**config.mk**
```make
export PLATFORM = sky130hd
export DESIGN_NAME = char_id_stream_encoder_flat
export DESIGN_NICKNAME = d
export VERILOG_FILES = /design/src/rtl/char_id_stream_encoder_pkg.sv /design/src/rtl/char_id_stream_encoder_if.sv /design/src/rtl/char_id_stream_encoder_fifo.sv /design/src/rtl/char_id_stream_encoder.sv /design/src/flat_wrapper.sv
export SDC_FILE = /design/constraint.sdc
export NUM_CORES = 1
export LEC_CHECK = 0
export ABC_AREA = 1
export CORE_ASPECT_RATIO = 0.5
export CORE_MARGIN = 5
export CORE_UTILIZATION = 45
export CTS_BUF_LIST = sky130_fd_sc_hd__clkbuf_4 sky130_fd_sc_hd__clkbuf_8 sky130_fd_sc_hd__clkbuf_16
export DETAILED_ROUTE_END_ITERATION = 8
export PLACE_DENSITY = 0.62
export SETUP_SLACK_MARGIN = 0.05
export SLEW_MARGIN = 20
export SYNTH_ARGS = -nofsm -noshare
export SYNTH_HDL_FRONTEND = slang
export SYNTH_SLANG_ARGS = --single-unit
```
**constraint.sdc**
```tcl
create_clock -name clock -period 2.9 [get_ports clock]
set_clock_uncertainty 0.1 [all_clocks]
set_input_delay 0.435 -clock clock [delete_from_list [all_inputs] [get_ports clock]]
set_output_delay 0.435 -clock clock [all_outputs]
set_load 0.02 [all_outputs]
```
**src/rtl/char_id_stream_encoder_pkg.sv**
```systemverilog
// Character range constants and the byte-to-glyph-ID mapping shared by the
// stream encoder and anything else that needs the same glyph numbering.
package char_id_pkg;

  localparam logic [7:0] DIGIT_LO   = 8'd48;
  localparam logic [7:0] DIGIT_HI   = 8'd57;
  localparam logic [7:0] UPPER_LO   = 8'd65;
  localparam logic [7:0] UPPER_HI   = 8'd90;
  localparam logic [7:0] LOWER_LO   = 8'd97;
  localparam logic [7:0] LOWER_HI   = 8'd122;
  localparam logic [7:0] EXT_LO     = 8'd128;
  localparam logic [7:0] EXT_HI     = 8'd195;

  localparam logic [7:0] DIGIT_BASE = 8'd0;
  localparam logic [7:0] UPPER_BASE = 8'd10;
  localparam logic [7:0] LOWER_BASE = 8'd36;
  localparam logic [7:0] EXT_BASE   = 8'd62;

  localparam logic [7:0] DEFAULT_INVALID_ID = 8'd255;

  function automatic logic is_valid_char(input logic [7:0] code, input logic ext_enable);
    return (code >= DIGIT_LO && code <= DIGIT_HI) ||
           (code >= UPPER_LO && code <= UPPER_HI) ||
           (code >= LOWER_LO && code <= LOWER_HI) ||
           (ext_enable && code >= EXT_LO && code <= EXT_HI);
  endfunction

  // 8-bit arithmetic; invalid codes fall back to the default invalid ID
  function automatic logic [7:0] encode_char(input logic [7:0] code, input logic ext_enable);
    logic [7:0] id;
    id = DEFAULT_INVALID_ID;
    if (code >= DIGIT_LO && code <= DIGIT_HI)
      id = code - DIGIT_LO + DIGIT_BASE;
    else if (code >= UPPER_LO && code <= UPPER_HI)
      id = code - UPPER_LO + UPPER_BASE;
    else if (code >= LOWER_LO && code <= LOWER_HI)
      id = code - LOWER_LO + LOWER_BASE;
    else if (ext_enable && code >= EXT_LO && code <= EXT_HI)
      id = code - EXT_LO + EXT_BASE;
    return id;
  endfunction

endpackage

```
**src/rtl/char_id_stream_encoder_if.sv**
```systemverilog
// Byte-in / glyph-ID-out streaming handshake bundle.
interface char_id_stream_encoder_if #(
  parameter int ID_WIDTH = 8
);
  logic [7:0]          in_data;
  logic                in_valid;
  logic                in_ready;
  logic [ID_WIDTH-1:0] out_id;
  logic                out_valid;
  logic                out_ready;

  modport master (
    output in_data, in_valid, out_ready,
    input  in_ready, out_id, out_valid
  );

  modport slave (
    input  in_data, in_valid, out_ready,
    output in_ready, out_id, out_valid
  );
endinterface

```
**src/rtl/char_id_stream_encoder_fifo.sv**
```systemverilog
// Synchronous first-word-fall-through FIFO with flush and occupancy level.
module char_id_fifo #(
  parameter int WIDTH = 8,
  parameter int DEPTH = 16
) (
  input  logic                           clock,
  input  logic                           reset,
  input  logic                           flush,
  input  logic                           push,
  input  logic                           pop,
  input  logic [WIDTH-1:0]               wr_data,
  output logic [WIDTH-1:0]               rd_data,
  output logic [$clog2(DEPTH+1)-1:0]     level,
  output logic                           full,
  output logic                           empty
);
  localparam int PTR_W = $clog2(DEPTH);
  localparam int LVL_W = $clog2(DEPTH + 1);

  logic [WIDTH-1:0] mem [DEPTH];
  logic [PTR_W-1:0] wr_ptr, rd_ptr;
  logic             do_push, do_pop;

  assign full    = (level == LVL_W'(DEPTH));
  assign empty   = (level == '0);
  assign do_push = push && !full && !flush;
  assign do_pop  = pop && !empty && !flush;
  assign rd_data = mem[rd_ptr];

  // DEPTH is a power of two, so pointers wrap naturally
  always_ff @(posedge clock) begin
    if (reset) begin
      wr_ptr <= '0;
      rd_ptr <= '0;
      level  <= '0;
    end else if (flush) begin
      rd_ptr <= wr_ptr;
      level  <= '0;
    end else begin
      if (do_push) wr_ptr <= wr_ptr + PTR_W'(1);
      if (do_pop)  rd_ptr <= rd_ptr + PTR_W'(1);
      if (do_push && !do_pop)
        level <= level + LVL_W'(1);
      else if (!do_push && do_pop)
        level <= level - LVL_W'(1);
    end
  end

  always_ff @(posedge clock) begin
    if (do_push && !reset) mem[wr_ptr] <= wr_data;
  end

endmodule

```
**src/rtl/char_id_stream_encoder.sv**
```systemverilog
// Streaming byte-to-glyph-ID encoder: encodes at the write side, buffers IDs
// in an FWFT FIFO and counts accepted invalid bytes (saturating).
module char_id_stream_encoder
  import char_id_pkg::*;
#(
  parameter int ID_WIDTH     = 8,
  parameter int DEPTH        = 16,
  parameter int EXT_ENABLE   = 1,
  parameter int INVALID_ID   = 255,
  parameter int DROP_INVALID = 0
) (
  input  logic                       clock,
  input  logic                       reset,
  input  logic                       flush,
  char_id_stream_encoder_if.slave    bus,
  output logic [$clog2(DEPTH+1)-1:0] level,
  output logic [15:0]                invalid_count
);
  localparam bit EXT_ON  = (EXT_ENABLE != 0);
  localparam bit DROP_ON = (DROP_INVALID != 0);

  logic                code_valid, accept, push, pop, full, empty;
  logic [ID_WIDTH-1:0] enc_id, head_id;

  always_comb begin
    code_valid = is_valid_char(bus.in_data, EXT_ON);
    enc_id     = code_valid ? ID_WIDTH'(encode_char(bus.in_data, EXT_ON))
                            : ID_WIDTH'(INVALID_ID);
  end

  // No full-and-popping bypass: readiness depends only on registered level
  assign bus.in_ready  = !reset && !flush && !full;
  assign accept        = bus.in_valid && bus.in_ready;
  assign push          = accept && (code_valid || !DROP_ON);
  assign pop           = bus.out_valid && bus.out_ready;
  assign bus.out_valid = !empty;
  assign bus.out_id    = empty ? ID_WIDTH'(INVALID_ID) : head_id;

  char_id_fifo #(
    .WIDTH (ID_WIDTH),
    .DEPTH (DEPTH)
  ) u_fifo (
    .clock   (clock),
    .reset   (reset),
    .flush   (flush),
    .push    (push),
    .pop     (pop),
    .wr_data (enc_id),
    .rd_data (head_id),
    .level   (level),
    .full    (full),
    .empty   (empty)
  );

  always_ff @(posedge clock) begin
    if (reset)
      invalid_count <= '0;
    else if (accept && !code_valid && invalid_count != 16'hFFFF)
      invalid_count <= invalid_count + 16'd1;
  end

endmodule

```
**src/flat_wrapper.sv**
```systemverilog
// flat-port wrapper written by rule: the top's interface ports become plain ports
module char_id_stream_encoder_flat import char_id_pkg::*;
#(
  parameter int ID_WIDTH     = 8,
  parameter int DEPTH        = 16,
  parameter int EXT_ENABLE   = 1,
  parameter int INVALID_ID   = 255,
  parameter int DROP_INVALID = 0
)
  (clock, reset, flush, level, invalid_count, bus_in_data, bus_in_valid, bus_out_ready, bus_in_ready, bus_out_id, bus_out_valid);
  char_id_stream_encoder_if #(.ID_WIDTH(ID_WIDTH)) bus_i ();
  input  logic clock;
  input  logic reset;
  input  logic flush;
  output logic [$clog2(DEPTH+1)-1:0] level;
  output logic [15:0] invalid_count;
  input wire logic [$bits(bus_i.in_data)-1:0] bus_in_data;
  input wire logic [$bits(bus_i.in_valid)-1:0] bus_in_valid;
  input wire logic [$bits(bus_i.out_ready)-1:0] bus_out_ready;
  output wire logic [$bits(bus_i.in_ready)-1:0] bus_in_ready;
  output wire logic [$bits(bus_i.out_id)-1:0] bus_out_id;
  output wire logic [$bits(bus_i.out_valid)-1:0] bus_out_valid;
  assign bus_i.in_data = bus_in_data;
  assign bus_i.in_valid = bus_in_valid;
  assign bus_i.out_ready = bus_out_ready;
  assign bus_in_ready = bus_i.in_ready;
  assign bus_out_id = bus_i.out_id;
  assign bus_out_valid = bus_i.out_valid;
  char_id_stream_encoder #(.ID_WIDTH(ID_WIDTH), .DEPTH(DEPTH), .EXT_ENABLE(EXT_ENABLE), .INVALID_ID(INVALID_ID), .DROP_INVALID(DROP_INVALID)) u_core (.clock(clock), .reset(reset), .flush(flush), .bus(bus_i), .level(level), .invalid_count(invalid_count));
endmodule
```
==> flow_summary_export.csv, run 1 <==
group,metric,value,unit
critical_path,start_kind,"flip-flop",
yosys,synthCells,716,
yosys,synth.distinct_cells,44,
cells_and_area,areaGrowthSynthToFinish,22.8,%
global_route,busiest_layer,"met2",
min_path,min_path_type,"reg2reg",
critical_path,criticalPathCategory,"reg2out",
clock_network,cts.clk_slew.worst_paths,70,ps
pwr,power-per-cell-area,570,mW/mm2
yosys,avgSynthCellArea,10.8,um2
global_route,grt_antenna_before_repair,0,
route,drt-pass1-iter-count,5,
floorplanning,dieArea,0.0201,mm2
critical_path,cp_data_arrival_time,2140,ps
route,drcViolationCount,0,
floorplanning,fp-row-count,33,
sta,relSlewSlack,0.505,
route,wl_per_cell,16.8,um
clock_network,htree_levels,4,
yosys,syn_area,0.00774,mm2
place,portBuffers,43,
cells_and_area,final_nets,855,
clock_network,numCtsBuffers,17,
min_path,min_from,"u_core.u_fifo.level[0]$_SDFFE_PP0P_",
clock_network,cts_tree,"yes",
cells_and_area,drive_above_1_share,0.166,
clock_network,cts_sinks,161,
sta,drv_slew,0,
clock_network,clk_latency,420,ps
floorplanning,die_y,103,um
sta,min_period_over_period,0.921,
cells_and_area,mostFrequentLayoutCells,"edfxtp_1, nor2_1, nand2_1",
outcome,status,"completed",
critical_path,end_kind,"output pin",
floorplanning,io-pin-count,44,
place,dp_hpwl,11700,um
global_route,grt_pass1_wl,28400,um
sta,fmax,374,MHz
global_route,grt_pass1_vias,5405,
floorplanning,fp.dieW,195,um
min_path,min_delay_worst_endpoint,"u_core.u_fifo.level[0]$_SDFFE_PP0P_",
sta,hold_viol_final,0,
global_route,grt_remaining_overflow,0,
sta,setup_violations,0,
global_route,grtUsageMet1,0.254,
cells_and_area,final_util,0.571,
global_route,grt_use_met2,0.298,
place,gp_congestion,0.881,
critical_path,r2r_slack,260,ps
pwr,p_leak,3.43,nW
route,vias,5555,
sta,tightestPinTransition,743,ps
critical_path,cp.required,2370,ps
route,ant_nets,0,
cells_and_area,stdcell_area,0.00950,mm2
clock_network,cts_buffer_depth,2,
clock_network,cts_root_buf,"clkbuf_16",
min_path,hold_depth,1,
sta,period_minus_slack,2670,ps
yosys,ys_seq_area_frac,0.582,
sta,rsz0062_at_grt,"no",
critical_path,r2r_start,"u_core.u_fifo.level[1]$_SDFFE_PP0P_",
global_route,grt_max_degree,65,
floorplanning,start_util,0.465,
global_route,use_met3,0.0346,
floorplanning,fp.coreArea,0.0166,mm2
cells_and_area,antennaDiodeCount,0,
critical_path,worst-r2r-cell-count,14,
critical_path,r2r-end,"u_core.u_fifo.level[4]$_SDFFE_PP0P_",
route,wl,17800,um
cells_and_area,nFillCells,1362,
place,place_area,0.00883,mm2
sta,setup_tns,0,ps
critical_path,cp_max_fo,20,
global_route,track_usage,0.182,
route,vias_per_cell,5.25,
pwr,ir_drop,0.308,mV
yosys,synth_fp_nets,753,
job,drv_cap,0,
cells_and_area,mostFrequentLayoutCell,"edfxtp_1",
route,drt_iter0_markers,476,
yosys,yosysWarningCount,0,
yosys,ys_ff_latch,161,
## layout make-up
cell class / count / area (um2) / share of cell area
Sequential cell: 161 / 4510 / 0.474
Clock buffer: 17 / 425 / 0.0448
Tap cell: 227 / 284 / 0.0299
Inverter: 59 / 226 / 0.0238
Multi-Input combinational cell: 466 / 2850 / 0.300
Clock inverter: 15 / 188 / 0.0198
Timing Repair Buffer: 113 / 1020 / 0.107
## cells by family (layout without fill, tap and decap cells)
family,count (synthesis),count (layout),synth area share
adders and majority gates,24,24,0.0398
AOI/OAI and AO/OA,125,125,0.107
DFF,161,161,0.582
xor gates and xnor gates,17,17,0.0192
and+or+nand+nor,268,268,0.159
muxes,32,32,0.0414
buffers and inverters,89,204,0.0509
## power by group
group | internal (W) | total, W | switching, W
Combinational | 0.000218 | 0.000561 | 0.000343
Clock | 0.00125 | 0.00229 | 0.00104
Sequential | 0.00254 | 0.00256 | 0.0000171
Total | 0.00401 | 0.00542 | 0.00140
## cells in the mapped netlist
cell type | count | area [um2]
edfxtp_1 | 128 | 3840
nor2_1 | 101 | 379
nand2_1 | 87 | 327
inv_1 | 55 | 206
nand3_1 | 55 | 275
o21ai_0 | 47 | 235
dfxtp_1 | 33 | 661
mux2i_1 | 32 | 320
o221ai_1 | 32 | 280
ha_1 | 23 | 288
a21oi_1 | 20 | 100
clkbuf_1 | 17 | 63.8
xor2_1 | 14 | 123
a21oi_2 | 10 | 87.6
buf_2 | 7 | 35.0
nand4_1 | 5 | 31.3
buf_6 | 4 | 45.0
o211ai_1 | 4 | 30.0
a22oi_1 | 3 | 22.5
nand3_4 | 3 | 52.6
nor2_4 | 3 | 33.8
xnor2_1 | 3 | 26.3
a211oi_1 | 2 | 15.0
inv_2 | 2 | 7.51
inv_4 | 2 | 12.5
nor2_2 | 2 | 12.5
nor2_8 | 2 | 40.0
nor3_1 | 2 | 10.0
nor3_2 | 2 | 20.0
or2_2 | 2 | 12.5
a21o_1 | 1 | 7.51
a21oi_4 | 1 | 16.3
a31oi_1 | 1 | 6.26
buf_1 | 1 | 3.75
buf_12 | 1 | 20.0
fa_1 | 1 | 20.0
nand2_2 | 1 | 6.26
nand3_2 | 1 | 10.0
nand3b_1 | 1 | 7.51
nor3_4 | 1 | 16.3
o21ai_1 | 1 | 5.00
o21ai_2 | 1 | 8.76
o22ai_1 | 1 | 6.26
o31ai_1 | 1 | 7.51
## sequential cells by signal, indices dropped and copies added, names as in the netlist, named ones only
register              flops
u_core.invalid_count     16
u_core.u_fifo.level       5
u_core.u_fifo.mem       128
u_core.u_fifo.rd_ptr      4
u_core.u_fifo.wr_ptr      4
## through the flow
stage | total power [W] | hold WS [ps] | cells | worst slack, ps
finish | 0.00542 | 378 | 1058 | 229
global route | 0.00562 | 418 | 1058 | 63.9
CTS | 0.00544 | 407 | 1057 | 33.3
detailed placement | 0.00317 | 397 | 1025 | -282
global placement | 0.00316 | 392 | 1025 | -194
floorplan | 0.00293 | 367 | 716 | 164
## worst max-delay path by stage
stage / from / endpoint / slack [ps] / depth (start not counted)
6_report: flip-flop / bus_out_id[3] / 230 / 7
5_1_grt: u_core.u_fifo.level[1]$_SDFFE_PP0P_ / u_core.u_fifo.level[4]$_SDFFE_PP0P_ / 60 / 14
4_1_cts: flip-flop / bus_out_id[6] / 30 / 6
3_5_place_dp: bus_in_data[1] / u_core.u_fifo.mem[6][7]$_DFFE_PP_ / -280 / 10
3_3_place_gp: bus_in_data[0] / u_core.u_fifo.mem[1][7]$_DFFE_PP_ / -190 / 11
2_1_floorplan: u_core.u_fifo.level[0]$_SDFFE_PP0P_ / u_core.u_fifo.level[4]$_SDFFE_PP0P_ / 160 / 14
## worst max-delay path, stage by stage, from the launching register on
cell	delay, ps
dfxtp_2	390
inv_1	110
buf_6	220
nor2_1	70
o221ai_1	260
nand3_1	180
nand3_1	120
dlygate4sd2_1	350
## what timing repair did
item                       4_1_cts  5_1_grt
hold buffers                     0        0
buffers inserted                 0        0
gates resized for setup          5        7
cloned                           0        1
setup endpoints to repair        8        6
## routing by layer
layer  part of all wire  vias up
met5                  0        -
met4             0.0085        0
met3              0.045       12
met2               0.47      141
li1                   -     2744
met1               0.48     2658
No activity file was read; power rests on OpenSTA's default activity.
==> run 2: changes to the inputs <==
--- a/config.mk
+++ b/config.mk
@@ -5,7 +5,6 @@
 export SDC_FILE = /design/constraint.sdc
 export NUM_CORES = 1
 export LEC_CHECK = 0
-export ABC_AREA = 1
 export CORE_ASPECT_RATIO = 0.5
 export CORE_MARGIN = 5
 export CORE_UTILIZATION = 45
==> run 2 against run 1 <==
The run now ends with negative setup slack left. Design area increased by 0.29%. Power decreased by 0.52%. Die area decreased by 4.8%. Worst setup slack got worse by 340 ps. Routed wire length decreased by 9.2%. Combinational power increased by 10%. Largest power group unchanged.
==> flow_summary_export.csv, run 2 <==
group,metric,value,unit
pwr,p_total,0.00539,W
critical_path,cp_num_buf_inv,3,
critical_path,cpPeakStageDelay,520,ps
cells_and_area,drive_above_1_share,0.324,
global_route,grt_max_degree,33,
cells_and_area,multiInputGateArea,0.00275,mm2
clock_network,numCtsBuffers,17,
global_route,grt_pass1_vias,4668,
place,place_area,0.00872,mm2
floorplanning,die_y,100,um
global_route,grt_pass1_wl,25500,um
yosys,ys_seq_area_frac,0.614,
yosys,synth.distinct_cells,55,
pwr,pwr-share-clk,0.411,
yosys,avgSynthCellArea,14.4,um2
clock_network,cts_sinks,161,
route,drt_iter0_markers,289,
sta,tightestPinTransition,418,ps
sta,relSlewSlack,0.721,
sta,setup_violations,7,
yosys,synth-edff-count,128,
floorplanning,dieArea,0.0191,mm2
sta,drv_slew,0,
job,drv_cap,0,
cells_and_area,reg_top3,"u_core.u_fifo.mem (128), u_core.invalid_count (16), u_core.u_fifo.level (5)",
pwr,swShare,0.241,
cells_and_area,stdcell_area,0.00953,mm2
outcome,violations,"negative setup slack",
place,portBuffers,43,
sta,min_period_over_period,1.04,
outcome,status,"finished with violations",
pwr,p_sw,0.00130,W
critical_path,cp_slowest_cell,"mux4_2",
yosys,synthCells,508,
floorplanning,fp-row-count,33,
cells_and_area,regMostFlops,"u_core.u_fifo.mem",
route,ant_nets,0,
clock_network,cts_buffer_depth,2,
route,wl_per_cell,18.4,um
yosys,ys_ff_latch,161,
yosys,yosys.area.top_type,"edfxtp_1",
route,drt-pass1-iter-count,5,
critical_path,cp_max_fo,5,
cells_and_area,nFillCells,1270,
pwr,p_leak,3.30,nW
critical_path,worst-r2r-cell-count,11,
clock_network,cts.clk_slew.worst_paths,70,ps
yosys,ys.flop_type,"edfxtp_1",
critical_path,r2r_slack,180,ps
route,vias,4698,
clock_network,cts_tree,"yes",
cells_and_area,mostFrequentLayoutCell,"edfxtp_1",
cells_and_area,final_nets,675,
clock_network,cts_hold_buf,0,
sta,hold_viol_final,0,
yosys,yosys-top-cells-count,"edfxtp_1, nor2_1, mux4_2",
min_path,hold_depth,2,
pwr,ir_drop,0.367,mV
route,wl,16200,um
clock_network,clk_latency,410,ps
sta,fmax,332,MHz
floorplanning,fp.dieW,191,um
cells_and_area,regArea,0.00451,mm2
global_route,track_usage,0.177,
cells_and_area,largest_reg_flops,128,
cells_and_area,mostFrequentLayoutCells,"edfxtp_1, buf_4, nor2_1",
critical_path,r2r-end,"u_core.u_fifo.level[4]$_SDFFE_PP0P_",
route,vias_per_cell,5.35,
critical_path,critical_path.endpoint,"bus_out_id[5]",
critical_path,cp.required,2370,ps
route,drcViolationCount,0,
critical_path,start_kind,"flip-flop",
cells_and_area,areaGrowthSynthToFinish,29.9,%
sta,period_minus_slack,3010,ps
critical_path,cp_common_cell,"mux4_2",
critical_path,end_kind,"output pin",
min_path,min_path_type,"reg2reg",
pwr,internal_power,0.00409,W
place,gp_congestion,0.876,
critical_path,worstSetupPathDepth,6,
pwr,power-per-cell-area,565,mW/mm2
critical_path,r2r_start,"u_core.u_fifo.level[0]$_SDFFE_PP0P_",
global_route,grt_remaining_overflow,0,
pwr,seq_power_share,0.474,
critical_path,crit_chain,"buf_12 > buf_16 > mux4_2 > mux4_2 > or2_4 > buf_6",
floorplanning,fp.coreArea,0.0162,mm2
critical_path,cp_data_arrival_time,2470,ps
yosys,netlist_top_cells_area,"edfxtp_1, mux4_2, dfxtp_1",
yosys,yosysWarningCount,0,
floorplanning,start_util,0.453,
clock_network,htree_levels,4,
critical_path,criticalPathCategory,"reg2out",
yosys,synth_fp_nets,545,
yosys,ys_async_sr_fraction,0,
pwr,comb_power_share,0.115,
critical_path,path_delay_family,"multiplexers",
floorplanning,io-pin-count,44,
yosys,yosysTopAreaCellShare,0.524,
clock_network,cts_root_buf,"clkbuf_16",
yosys,syn_area,0.00733,mm2
sta,postLayoutSetupSlackWorst,-109,ps
cells_and_area,antennaDiodeCount,0,
sta,timing.hold.ws,397,ps
global_route,grt_antenna_before_repair,0,
place,dp_hpwl,11000,um
yosys,synth.most_common_cell,"edfxtp_1",
sta,rsz0062_at_grt,"yes",
run 2: cell types whose count changed in the layout (fill, tap and decap cells not counted), sizes merged, moves of 7 or more:
cell    delta
o221ai    -29
o21ai     -36
or3        +7
xor2       -7
nand3     -48
or4        +8
or2        +9
nand2     -67
inv       -46
nor2      -60
buf       +33
mux4      +40
mux2i     -26
a21oi     -10
run 2: power groups by stage:
stage,Sequential [W],Combinational [W],Clock (W)
after floorplan,0.00261,0.000310,0
after global placement,0.00260,0.000562,0
after global routing,0.00255,0.000671,0.00238
after detailed placement,0.00260,0.000569,0
after CTS,0.00255,0.000610,0.00225
final,0.00255,0.000618,0.00222
run 2: repair_timing:
action                                 4_1_cts  5_1_grt
setup endpoints to repair                   21       15
cloned                                       2        0
setup buffers                                4        3
endpoints found under the hold margin        0        0
gates resized for setup                     61       13
pin swaps                                    1        6
run 2: per-stage QoR:
stage	TNS (ps)	setup slack (ps)	instances	util
3_5_place_dp	-47670	-608	837	0.539
6_report	-580	-109	878	0.589
2_1_floorplan	-256	-44.6	508	-
4_1_cts	-935	-144	875	0.585
3_3_place_gp	-40640	-580	837	0.539
5_1_grt	-1210	-180	878	0.589
run 2: worst min path at each step:
stage,start,endpoint,slack (ps)
final,u_core.invalid_count[11]$_SDFFE_PP0P_,u_core.invalid_count[11]$_SDFFE_PP0P_,400
after global routing,u_core.invalid_count[11]$_SDFFE_PP0P_,u_core.invalid_count[11]$_SDFFE_PP0P_,440
after CTS,u_core.invalid_count[11]$_SDFFE_PP0P_,u_core.invalid_count[11]$_SDFFE_PP0P_,400
after detailed placement,u_core.invalid_count[11]$_SDFFE_PP0P_,u_core.invalid_count[11]$_SDFFE_PP0P_,390
after global placement,u_core.invalid_count[11]$_SDFFE_PP0P_,u_core.invalid_count[11]$_SDFFE_PP0P_,390
after floorplan,u_core.u_fifo.wr_ptr[1]$_SDFFE_PP0P_,flip-flop,440
run 2: worst register-to-register path, cell delays in order (launching register included):
cell	delay, ps
dfxtp_2	320
or4_4	530
o21ai_2	160
or2_2	130
ha_2	170
inv_2	60
fa_2	340
a21o_1	180
a21oi_2	150
xnor2_1	80
or3_1	320
a21oi_2	120
run 2: kinds of logic after synthesis:
| group | Yosys count | share of synthesized area |
|---|---|---|
| adder cells (fa/ha/maj) | 24 | 0.0420 |
| XOR/XNOR | 16 | 0.0191 |
| AO/OA/AOI/OAI | 71 | 0.0642 |
| buffers and inverters | 44 | 0.0253 |
| multiplexers | 49 | 0.136 |
| flip-flops | 161 | 0.614 |
| AND/OR/NAND/NOR | 143 | 0.0996 |
run 2: area by class of cell:
class,instances,area share
inverters,18,0.00748
flip-flops and latches,161,0.473
clock buffers,17,0.0446
multi-input cells,303,0.289
clock inverters,15,0.0185
well taps,227,0.0298
repair buffers,137,0.137
run 2: metal layers:
| layer | global-route usage | vias up | part of all wire |
|---|---|---|---|
| met1 | 0.251 | 2310 | 0.47 |
| li1 | - | 2231 | - |
| met2 | 0.278 | 143 | 0.46 |
| met4 | 0.0463 | 0 | 0.0091 |
| met3 | 0.0420 | 14 | 0.057 |
| met5 | 0 | - | 0 |
